### src/rtl/ctrl_pipe_unit.sv
// Pipelined main control for the 5-stage MIPS core: ID decode, hazard
// detection, ID-stage branch/jump resolution and the ID/EX, EX/MEM, MEM/WB control registers.
module ctrl_pipe_unit #(
  parameter int RA_W     = 5,
  parameter int FUNC_W   = 6,
  parameter int LINK_REG = 31
) (
  input  logic              clk,
  input  logic              rst,
  input  logic [5:0]        opcode,
  input  logic [FUNC_W-1:0] func_in,
  input  logic [RA_W-1:0]   rs,
  input  logic [RA_W-1:0]   rt,
  input  logic [RA_W-1:0]   rd,
  input  logic              eq_regs,
  output logic [1:0]        pc_src,
  output logic              stall,
  output logic              flush_if_id,
  output logic              illegal,
  output logic              ex_alu_src,
  output logic              ex_reg_dst_sel,
  output logic [FUNC_W-1:0] ex_func,
  output logic [RA_W-1:0]   ex_dst,
  output logic              mem_read,
  output logic              mem_write,
  output logic              wb_reg_write,
  output logic              wb_mem_to_reg,
  output logic              wb_link,
  output logic [RA_W-1:0]   wb_dst
);

  localparam logic [5:0] OP_RTYPE = 6'b000000;
  localparam logic [5:0] OP_LW    = 6'b100011;
  localparam logic [5:0] OP_SW    = 6'b101011;
  localparam logic [5:0] OP_ADDI  = 6'b001000;
  localparam logic [5:0] OP_BEQ   = 6'b000100;
  localparam logic [5:0] OP_BNE   = 6'b000101;
  localparam logic [5:0] OP_J     = 6'b000010;
  localparam logic [5:0] OP_JAL   = 6'b000011;

  localparam logic [FUNC_W-1:0] FUNC_ADD = FUNC_W'(32);
  localparam logic [RA_W-1:0]   DST_LINK = RA_W'(LINK_REG);

  logic              w_alu_src, w_reg_dst_sel, w_mem_read, w_mem_write;
  logic              w_reg_write, w_mem_to_reg, w_link, w_legal;
  logic              w_uses_rs, w_uses_rt, w_is_br, w_is_jmp, w_wr;
  logic [FUNC_W-1:0] w_func;
  logic [RA_W-1:0]   w_dst;
  logic              w_load_use, w_br_stall, w_taken, w_stall;

  logic              r_ex_alu_src, r_ex_reg_dst_sel, r_ex_mem_read, r_ex_mem_write;
  logic              r_ex_reg_write, r_ex_mem_to_reg, r_ex_link;
  logic [FUNC_W-1:0] r_ex_func;
  logic [RA_W-1:0]   r_ex_dst;
  logic              r_mem_mem_read, r_mem_mem_write, r_mem_reg_write;
  logic              r_mem_mem_to_reg, r_mem_link;
  logic [RA_W-1:0]   r_mem_dst;
  logic              r_wb_reg_write, r_wb_mem_to_reg, r_wb_link;
  logic [RA_W-1:0]   r_wb_dst;

  always_comb begin
    w_alu_src     = 1'b0;
    w_reg_dst_sel = 1'b0;
    w_mem_read    = 1'b0;
    w_mem_write   = 1'b0;
    w_reg_write   = 1'b0;
    w_mem_to_reg  = 1'b0;
    w_link        = 1'b0;
    w_legal       = 1'b1;
    w_uses_rs     = 1'b1;
    w_uses_rt     = 1'b0;
    w_is_br       = 1'b0;
    w_is_jmp      = 1'b0;
    w_func        = '0;
    w_dst         = '0;
    case (opcode)
      OP_RTYPE: begin
        // All-zero instruction (incl. flushed slot) is a NOP.
        w_reg_write   = (rs != '0) || (rt != '0) || (rd != '0) || (func_in != '0);
        w_reg_dst_sel = 1'b1;
        w_dst         = rd;
        w_func        = func_in;
        w_uses_rt     = 1'b1;
      end
      OP_LW: begin
        w_alu_src    = 1'b1;
        w_mem_read   = 1'b1;
        w_mem_to_reg = 1'b1;
        w_reg_write  = 1'b1;
        w_dst        = rt;
        w_func       = FUNC_ADD;
      end
      OP_SW: begin
        w_alu_src   = 1'b1;
        w_mem_write = 1'b1;
        w_func      = FUNC_ADD;
        w_uses_rt   = 1'b1;
      end
      OP_ADDI: begin
        w_alu_src   = 1'b1;
        w_reg_write = 1'b1;
        w_dst       = rt;
        w_func      = FUNC_ADD;
      end
      OP_BEQ, OP_BNE: begin
        w_is_br   = 1'b1;
        w_uses_rt = 1'b1;
      end
      OP_J: begin
        w_is_jmp  = 1'b1;
        w_uses_rs = 1'b0;
      end
      OP_JAL: begin
        w_is_jmp    = 1'b1;
        w_uses_rs   = 1'b0;
        w_reg_write = 1'b1;
        w_link      = 1'b1;
        w_dst       = DST_LINK;
      end
      default: w_legal = 1'b0;
    endcase
  end

  assign w_wr = w_reg_write && (w_dst != '0);

  assign w_load_use = !w_is_br && r_ex_mem_read && (r_ex_dst != '0) &&
                      ((w_uses_rs && (rs == r_ex_dst)) || (w_uses_rt && (rt == r_ex_dst)));

  // Branches compare in ID, so they must wait for any in-flight producer.
  assign w_br_stall = w_is_br &&
                      ((r_ex_reg_write && (r_ex_dst != '0) &&
                        ((rs == r_ex_dst) || (rt == r_ex_dst))) ||
                       (r_mem_mem_read && (r_mem_dst != '0) &&
                        ((rs == r_mem_dst) || (rt == r_mem_dst))));

  assign w_taken = ((opcode == OP_BEQ) && eq_regs) || ((opcode == OP_BNE) && !eq_regs);
  assign w_stall = !rst && (w_load_use || w_br_stall);

  always_comb begin
    pc_src      = 2'b00;
    flush_if_id = 1'b0;
    if (!rst && !w_stall) begin
      if (w_is_jmp) begin
        pc_src      = 2'b10;
        flush_if_id = 1'b1;
      end else if (w_taken) begin
        pc_src      = 2'b01;
        flush_if_id = 1'b1;
      end
    end
  end

  assign stall   = w_stall;
  assign illegal = !rst && !w_legal;

  always_ff @(posedge clk) begin
    if (rst) begin
      r_ex_alu_src     <= 1'b0;
      r_ex_reg_dst_sel <= 1'b0;
      r_ex_mem_read    <= 1'b0;
      r_ex_mem_write   <= 1'b0;
      r_ex_reg_write   <= 1'b0;
      r_ex_mem_to_reg  <= 1'b0;
      r_ex_link        <= 1'b0;
      r_ex_func        <= '0;
      r_ex_dst         <= '0;
      r_mem_mem_read   <= 1'b0;
      r_mem_mem_write  <= 1'b0;
      r_mem_reg_write  <= 1'b0;
      r_mem_mem_to_reg <= 1'b0;
      r_mem_link       <= 1'b0;
      r_mem_dst        <= '0;
      r_wb_reg_write   <= 1'b0;
      r_wb_mem_to_reg  <= 1'b0;
      r_wb_link        <= 1'b0;
      r_wb_dst         <= '0;
    end else begin
      if (w_stall) begin
        r_ex_alu_src     <= 1'b0;
        r_ex_reg_dst_sel <= 1'b0;
        r_ex_mem_read    <= 1'b0;
        r_ex_mem_write   <= 1'b0;
        r_ex_reg_write   <= 1'b0;
        r_ex_mem_to_reg  <= 1'b0;
        r_ex_link        <= 1'b0;
        r_ex_func        <= '0;
        r_ex_dst         <= '0;
      end else begin
        r_ex_alu_src     <= w_alu_src;
        r_ex_reg_dst_sel <= w_reg_dst_sel;
        r_ex_mem_read    <= w_mem_read;
        r_ex_mem_write   <= w_mem_write;
        r_ex_reg_write   <= w_wr;
        r_ex_mem_to_reg  <= w_mem_to_reg;
        r_ex_link        <= w_link;
        r_ex_func        <= w_func;
        r_ex_dst         <= w_dst;
      end
      r_mem_mem_read   <= r_ex_mem_read;
      r_mem_mem_write  <= r_ex_mem_write;
      r_mem_reg_write  <= r_ex_reg_write;
      r_mem_mem_to_reg <= r_ex_mem_to_reg;
      r_mem_link       <= r_ex_link;
      r_mem_dst        <= r_ex_dst;
      r_wb_reg_write   <= r_mem_reg_write;
      r_wb_mem_to_reg  <= r_mem_mem_to_reg;
      r_wb_link        <= r_mem_link;
      r_wb_dst         <= r_mem_dst;
    end
  end

  assign ex_alu_src     = r_ex_alu_src;
  assign ex_reg_dst_sel = r_ex_reg_dst_sel;
  assign ex_func        = r_ex_func;
  assign ex_dst         = r_ex_dst;
  assign mem_read       = r_mem_mem_read;
  assign mem_write      = r_mem_mem_write;
  assign wb_reg_write   = r_wb_reg_write;
  assign wb_mem_to_reg  = r_wb_mem_to_reg;
  assign wb_link        = r_wb_link;
  assign wb_dst         = r_wb_dst;

endmodule
### config.mk
export PLATFORM = sky130hd
export DESIGN_NAME = ctrl_pipe_unit
export DESIGN_NICKNAME = d
export VERILOG_FILES = /design/src/rtl/ctrl_pipe_unit.sv
export SDC_FILE = /design/constraint.sdc
export NUM_CORES = 1
export LEC_CHECK = 0
export ABC_AREA = 1
export CORE_UTILIZATION = 33
export CTS_BUF_LIST = sky130_fd_sc_hd__clkbuf_16
export DETAILED_ROUTE_END_ITERATION = 7
export GPL_ROUTABILITY_DRIVEN = 0
export HOLD_SLACK_MARGIN = 0.02
export SLEW_MARGIN = 20
export SYNTH_ARGS = -nofsm -noshare
export SYNTH_HDL_FRONTEND = slang
export SYNTH_SLANG_ARGS = --single-unit
### constraint.sdc
create_clock -name clk -period 4 [get_ports clk]
set_input_delay 0.6 -clock clk [delete_from_list [all_inputs] [get_ports clk]]
set_output_delay 0.6 -clock clk [all_outputs]
set_load 0.05 [all_outputs]
==> results.toml, run 1 <==
[timing]
fmax_mhz = 290
finClkSkew_ns = 0.00308
setup_viol = 0
rsz0062_at_grt = "no"
fin_crit_sh = 0.863
tns_ns = 0
hold_viol = 0
slew_violations = 0
min_period_ns = 3.45
tightest_slew_ns = 0.512
relSlewSlack = 0.658

[floorplanning]
dieArea_um2 = 5120
die_w_um = 71.5
rows = 24
die_y_um = 71.5
core_area_um2 = 4500
num_io_pins = 58
initial_utilization = 0.354

[detailed_routing]
wirelength_um = 3800
wl_per_cell_um = 10.5
viasPerCell = 4.32
vias = 1564
drc_errors = 0
drtAntennaViolNets = 0
drt-pass1-iter-count = 4
drt-initial-drc-count = 57

[worst_setup_path]
worstRegToRegCells = 12
critPathMaxFanout = 5
arrival_ns = 2.85
critPathMostFrequentCell = "nand3_1"
cpPeakStageDelay_ns = 0.82
endpoint = "stall"
slowest_stage = "clkdlybuf4s50_1"
regToRegSetupSlack_ns = 2.34
r2r_start = "ex_dst[3]"
cp.required_ns = 3.40
cp_cell_sequence = "clkdlybuf4s50_1, nor2_2, nand3_1, nand3_1, nand3_1, nand2_1, nand2_2, a21oi_1, clkdlybuf4s50_1"
r2r_end = "r_ex_mem_write"
crit_type = "input pin to output pin"
cp-end-kind = "output pin"
critPathLaunch = "opcode[4]"
critPathLaunchType = "input pin"

[synth]
synth_cells = 248
synth_cell_type_count = 21
postSynthAreaPerCell_um2 = 6.43
synth_fp_nets = 278
synth-xor-area-share = 0.0275
synth_top_family_by_area = "simple AND/OR/NAND/NOR gates"
yosysWarnings = 0
synth-seq-cells = 34
synth-simple-area-share = 0.396
synth_compound_area_frac = 0.0251
synth_mux_area_frac = 0
synth_fa_ha_area_frac = 0
seq_area_frac_synth = 0.427
synth_area_um2 = 1600

[clocking]
cts.sinks = 34
clock_latency_ns = 0.27
cts_tree = "yes"
path_clk_slew_ns = 0.05
hold_buffers = 0
cts_max_level = 2
cts_root_buf = "clkbuf_16"
cts_buffers = 5
cts_max_path_buffers = 2
cts_resized = 0
post_cts.repair.setup_buffers = 0

[finish]
syn_to_final_growth_pct = 47.1
diodes = 0
largest_reg_flops = 6
fin_nets = 339
utilization = 0.521
fillers = 459
drive_above_1_share = 0.0516
final_area_um2 = 2350

[place]
port_buffers = 57
hpwl_um = 3010
post_dp_cell_area_um2 = 2200

[job]
max_cap_violations = 0

[global_routing]
grt_use_met2 = 0.260
grt_start_max_net_pins = 18
grt_overflow = 0
grt.met3_usage = 0.0478
antenna_found_initial = 0
grtUsageMet1 = 0.203
busiest_layer = "met2"
grt_use_total = 0.163
grt_pass1_vias = 1439
grt_pass1_wl_um = 6380

[worst_hold_path]
min_path_type = "register to register"
hold_depth = 2

[power_and_ir_drop]
p_total_mw = 0.802
leakagePower_nw = 1.10
vdd.ir_drop.worst_mv = 0.184
power_density_nw_per_um2 = 342

[run_status]
status = "complete, no violations"
[cells in the mapped netlist]
cell type | n | area [um^2]
o21ai_0 | 3 | 15.0
xnor2_1 | 4 | 35.0
nand2_2 | 1 | 6.26
nand3_2 | 1 | 10.0
nand2_1 | 75 | 282
and2_0 | 1 | 6.26
nor3_1 | 1 | 5.00
nor2_1 | 54 | 203
nor2_2 | 3 | 18.8
nand3_1 | 12 | 60.1
a21oi_1 | 5 | 25.0
clkbuf_1 | 2 | 7.51
and2_1 | 1 | 6.26
nor4_1 | 1 | 6.26
inv_2 | 1 | 3.75
inv_1 | 41 | 154
xor2_1 | 1 | 8.76
nand4_1 | 3 | 18.8
nor3_2 | 1 | 10.0
buf_6 | 3 | 33.8
dfxtp_1 | 34 | 681
[layout by cell type, fill, tap and decap left out]
master,count
clkinv_1,1
a21oi_1,5
clkbuf_16,5
nor3_1,1
and2_1,1
clkinvlp_4,1
and2_0,1
o21ai_0,3
nand3_1,12
nand2_2,1
nand4_1,3
clkinv_2,1
nand3_2,1
buf_4,2
dfxtp_1,34
inv_2,1
nor2_2,3
clkdlybuf4s50_1,57
inv_1,41
nor3_2,1
nand2_1,75
nor4_1,1
nor2_1,54
xor2_1,1
xnor2_1,4
[critical path: cells and delay by family]
| kind | cells | cell delay, ns |
|---|---|---|
| and+or+nand+nor | 6 | 0.85 |
| buffers and inverters | 2 | 1.27 |
| AOI/OAI and AO/OA | 1 | 0.13 |
[worst min path at each step]
stage,startpoint,end,slack (ns)
floorplan,r_ex_mem_write,mem_write,0.39
global placement,r_ex_mem_write,mem_write,0.39
detailed placement,r_mem_reg_write,wb_reg_write,0.39
CTS,r_mem_reg_write,wb_reg_write,0.40
global route,r_mem_reg_write,wb_reg_write,0.43
finish,r_mem_reg_write,wb_reg_write,0.40
[where the power goes]
part           total, mW  switching, mW  leakage (nW)  internal, mW
logic             0.0947         0.0496         0.755        0.0451
registers          0.345        0.00210         0.274         0.343
clock network      0.363          0.136        0.0672         0.227
total              0.802          0.188          1.10         0.614
[layer usage]
layer,vias to the layer above,wire length [um]
met5,-,0
met3,5,223
met1,654,1730
li1,855,-
met4,0,55
met2,50,1790
[area by class of cell]
type	count	area [um^2]	share of cell area
multi-input cells	167	716	0.305
flip-flops and latches	34	681	0.290
repair buffers	59	586	0.250
inverters	42	158	0.0672
clock buffers	5	125	0.0533
well taps	52	65.1	0.0277
clock inverters	3	16.3	0.00693
[per-stage QoR]
step	setup slack, ns	hold WS [ns]	cells
final	0.549	0.398	362
after global routing	0.339	0.426	362
after CTS	0.526	0.402	362
after detailed placement	0.535	0.395	354
after global placement	0.579	0.393	354
after floorplan	0.970	0.388	248
[logic make-up after synthesis]
| kind of cell | after synthesis |
|---|---|
| flops | 34 |
| compound gates | 8 |
| simple gates | 154 |
| buf+inv | 47 |
| xor+xnor | 5 |
No activity file was read; power rests on OpenSTA's default activity.
==> run 2, diff against run 1 <==
Settings changed: REMOVE_ABC_BUFFERS set to 1, SLEW_MARGIN 20 to not set.
==> results.toml, run 2 (synthesized netlist as in run 1, its figures left out) <==
[timing]
setup_ws_ns = 0.577
rsz0062_at_grt = "no"
hold_viol = 0
setup_viol = 0
min_period_ns = 3.42
fin_crit_sh = 0.856
tightest_slew_ns = 0.517
fmax_mhz = 292
relSlewSlack = 0.654
slew_violations = 0
hold_slack_ns = 0.399
finClkSkew_ns = 0.00344
tns_ns = 0

[clocking]
cts_max_path_buffers = 2
clock_latency_ns = 0.27
cts_buffers = 5
cts_max_level = 2
cts.sinks = 34
cts_root_buf = "clkbuf_16"
path_clk_slew_ns = 0.05
hold_buffers = 0
post_cts.repair.setup_buffers = 0
cts_resized = 0
cts_tree = "yes"

[place]
post-place-ws_ns = 0.591
hpwl_um = 2950
dp.cells = 354
port_buffers = 57
post_dp_cell_area_um2 = 2200

[global_routing]
antenna_found_initial = 0
grt_use_met2 = 0.241
busiest_layer = "met2"
grt_overflow = 0
grt.met3_usage = 0.0211
grt_use_total = 0.158
grtUsageMet1 = 0.218
grt_start_max_net_pins = 17
grt_pass1_wl_um = 6170
grt_pass1_vias = 1359

[finish]
final_cell_mix = "nand2_1 (75), clkdlybuf4s50_1 (57), nor2_1 (54), inv_1 (43), dfxtp_1 (34)"
multi_input_area_um2 = 716
fillers = 444
utilization = 0.526
regArea_um2 = 681
instances_no_fill = 362
drive_above_1_share = 0.0484
syn_to_final_growth_pct = 48.4
fin_nets = 339
final_common_cell = "nand2_1"
final_area_um2 = 2370
largest_reg_flops = 6
diodes = 0

[worst_setup_path]
cpPeakStageDelay_ns = 0.81
critPathBufInv = 2
cp.required_ns = 3.40
crit_type = "input pin to output pin"
cp_cell_sequence = "clkdlybuf4s50_1, nor2_1, nor2_1, nor2_1, nand3_1, nand2_1, nand2_1, nand2_1, nand2_1, nand3_2, nor2_1, clkdlybuf4s50_1"
cp_top_family = "buffers and inverters"
critPathLaunchType = "input pin"
cp-end-kind = "output pin"
critPathMaxFanout = 6
slowest_stage = "clkdlybuf4s50_1"
arrival_ns = 2.82

[power_and_ir_drop]
p_total_mw = 0.863
power_density_nw_per_um2 = 364
leakagePower_nw = 1.12
vdd.ir_drop.worst_mv = 0.168

[detailed_routing]
viasPerCell = 4.33
drt-initial-drc-count = 42
drtAntennaViolNets = 0
wirelength_um = 3750
drt-pass1-iter-count = 4
drc_errors = 0
vias = 1568
wl_per_cell_um = 10.4

[floorplanning]
dieArea_um2 = 5120
die_w_um = 71.5
rows = 24
num_io_pins = 58
die_y_um = 71.5
initial_utilization = 0.354
core_area_um2 = 4500

[run_status]
status = "complete, no violations"

[worst_hold_path]
min_path_type = "register to register"

[job]
max_cap_violations = 0
==> run 2: cell count changes in the layout (fill, tap and decap cells not counted) <==
| cell | before | now |
|---|---|---|
| inv_1 | 41 | 43 |
| bufinv_16 | 0 | 1 |
| clkinv_1 | 1 | 0 |
| clkinv_2 | 1 | 0 |
| clkinvlp_4 | 1 | 0 |
==> run 2: worst reg2reg max path: stages, from the launching register on <==
cell and delay [ns]:
dfxtp_1 0.40, inv_1 0.10, nand2_1 0.06, nand2_1 0.05
nor2_1 0.14, and2_0 0.14, nand3_1 0.07, nand2_1 0.08
nand2_2 0.06, nand3_2 0.13, buf_4 0.24, nor2_1 0.06
==> run 2: final cells by class <==
| class | instances | share of cell area |
|---|---|---|
| Timing Repair Buffer | 59 | 0.247 |
| Sequential cell | 34 | 0.288 |
| Clock inverter | 3 | 0.0159 |
| Clock buffer | 5 | 0.0529 |
| Multi-Input combinational cell | 167 | 0.302 |
| Tap cell | 52 | 0.0275 |
| Inverter | 42 | 0.0666 |
==> run 2: worst paths after layout <==
kind                        start  cells past startpoint  slack, ns      endpoint
hold / removal    r_mem_reg_write                      2       0.40  wb_reg_write
hold reg to reg   r_mem_reg_write                      2       0.40  wb_reg_write
setup reg to reg        ex_dst[4]                     11       2.36     ex_dst[2]
setup / recovery            rt[0]                     12       0.58     pc_src[1]
==> run 2: per-layer routing <==
metal  routed length (um)  vias up
met4                   80        0
met1                 1860      657
met2                 1660       46
met3                  147        7
met5                    0        -
li1                     -      858
==> run 2: where the power goes <==
part	leakage, nW	switching [mW]	internal (mW)
sequential	0.274	0.00215	0.343
combinational	0.755	0.0499	0.0451
clock	0.0864	0.134	0.289
total	1.12	0.186	0.677
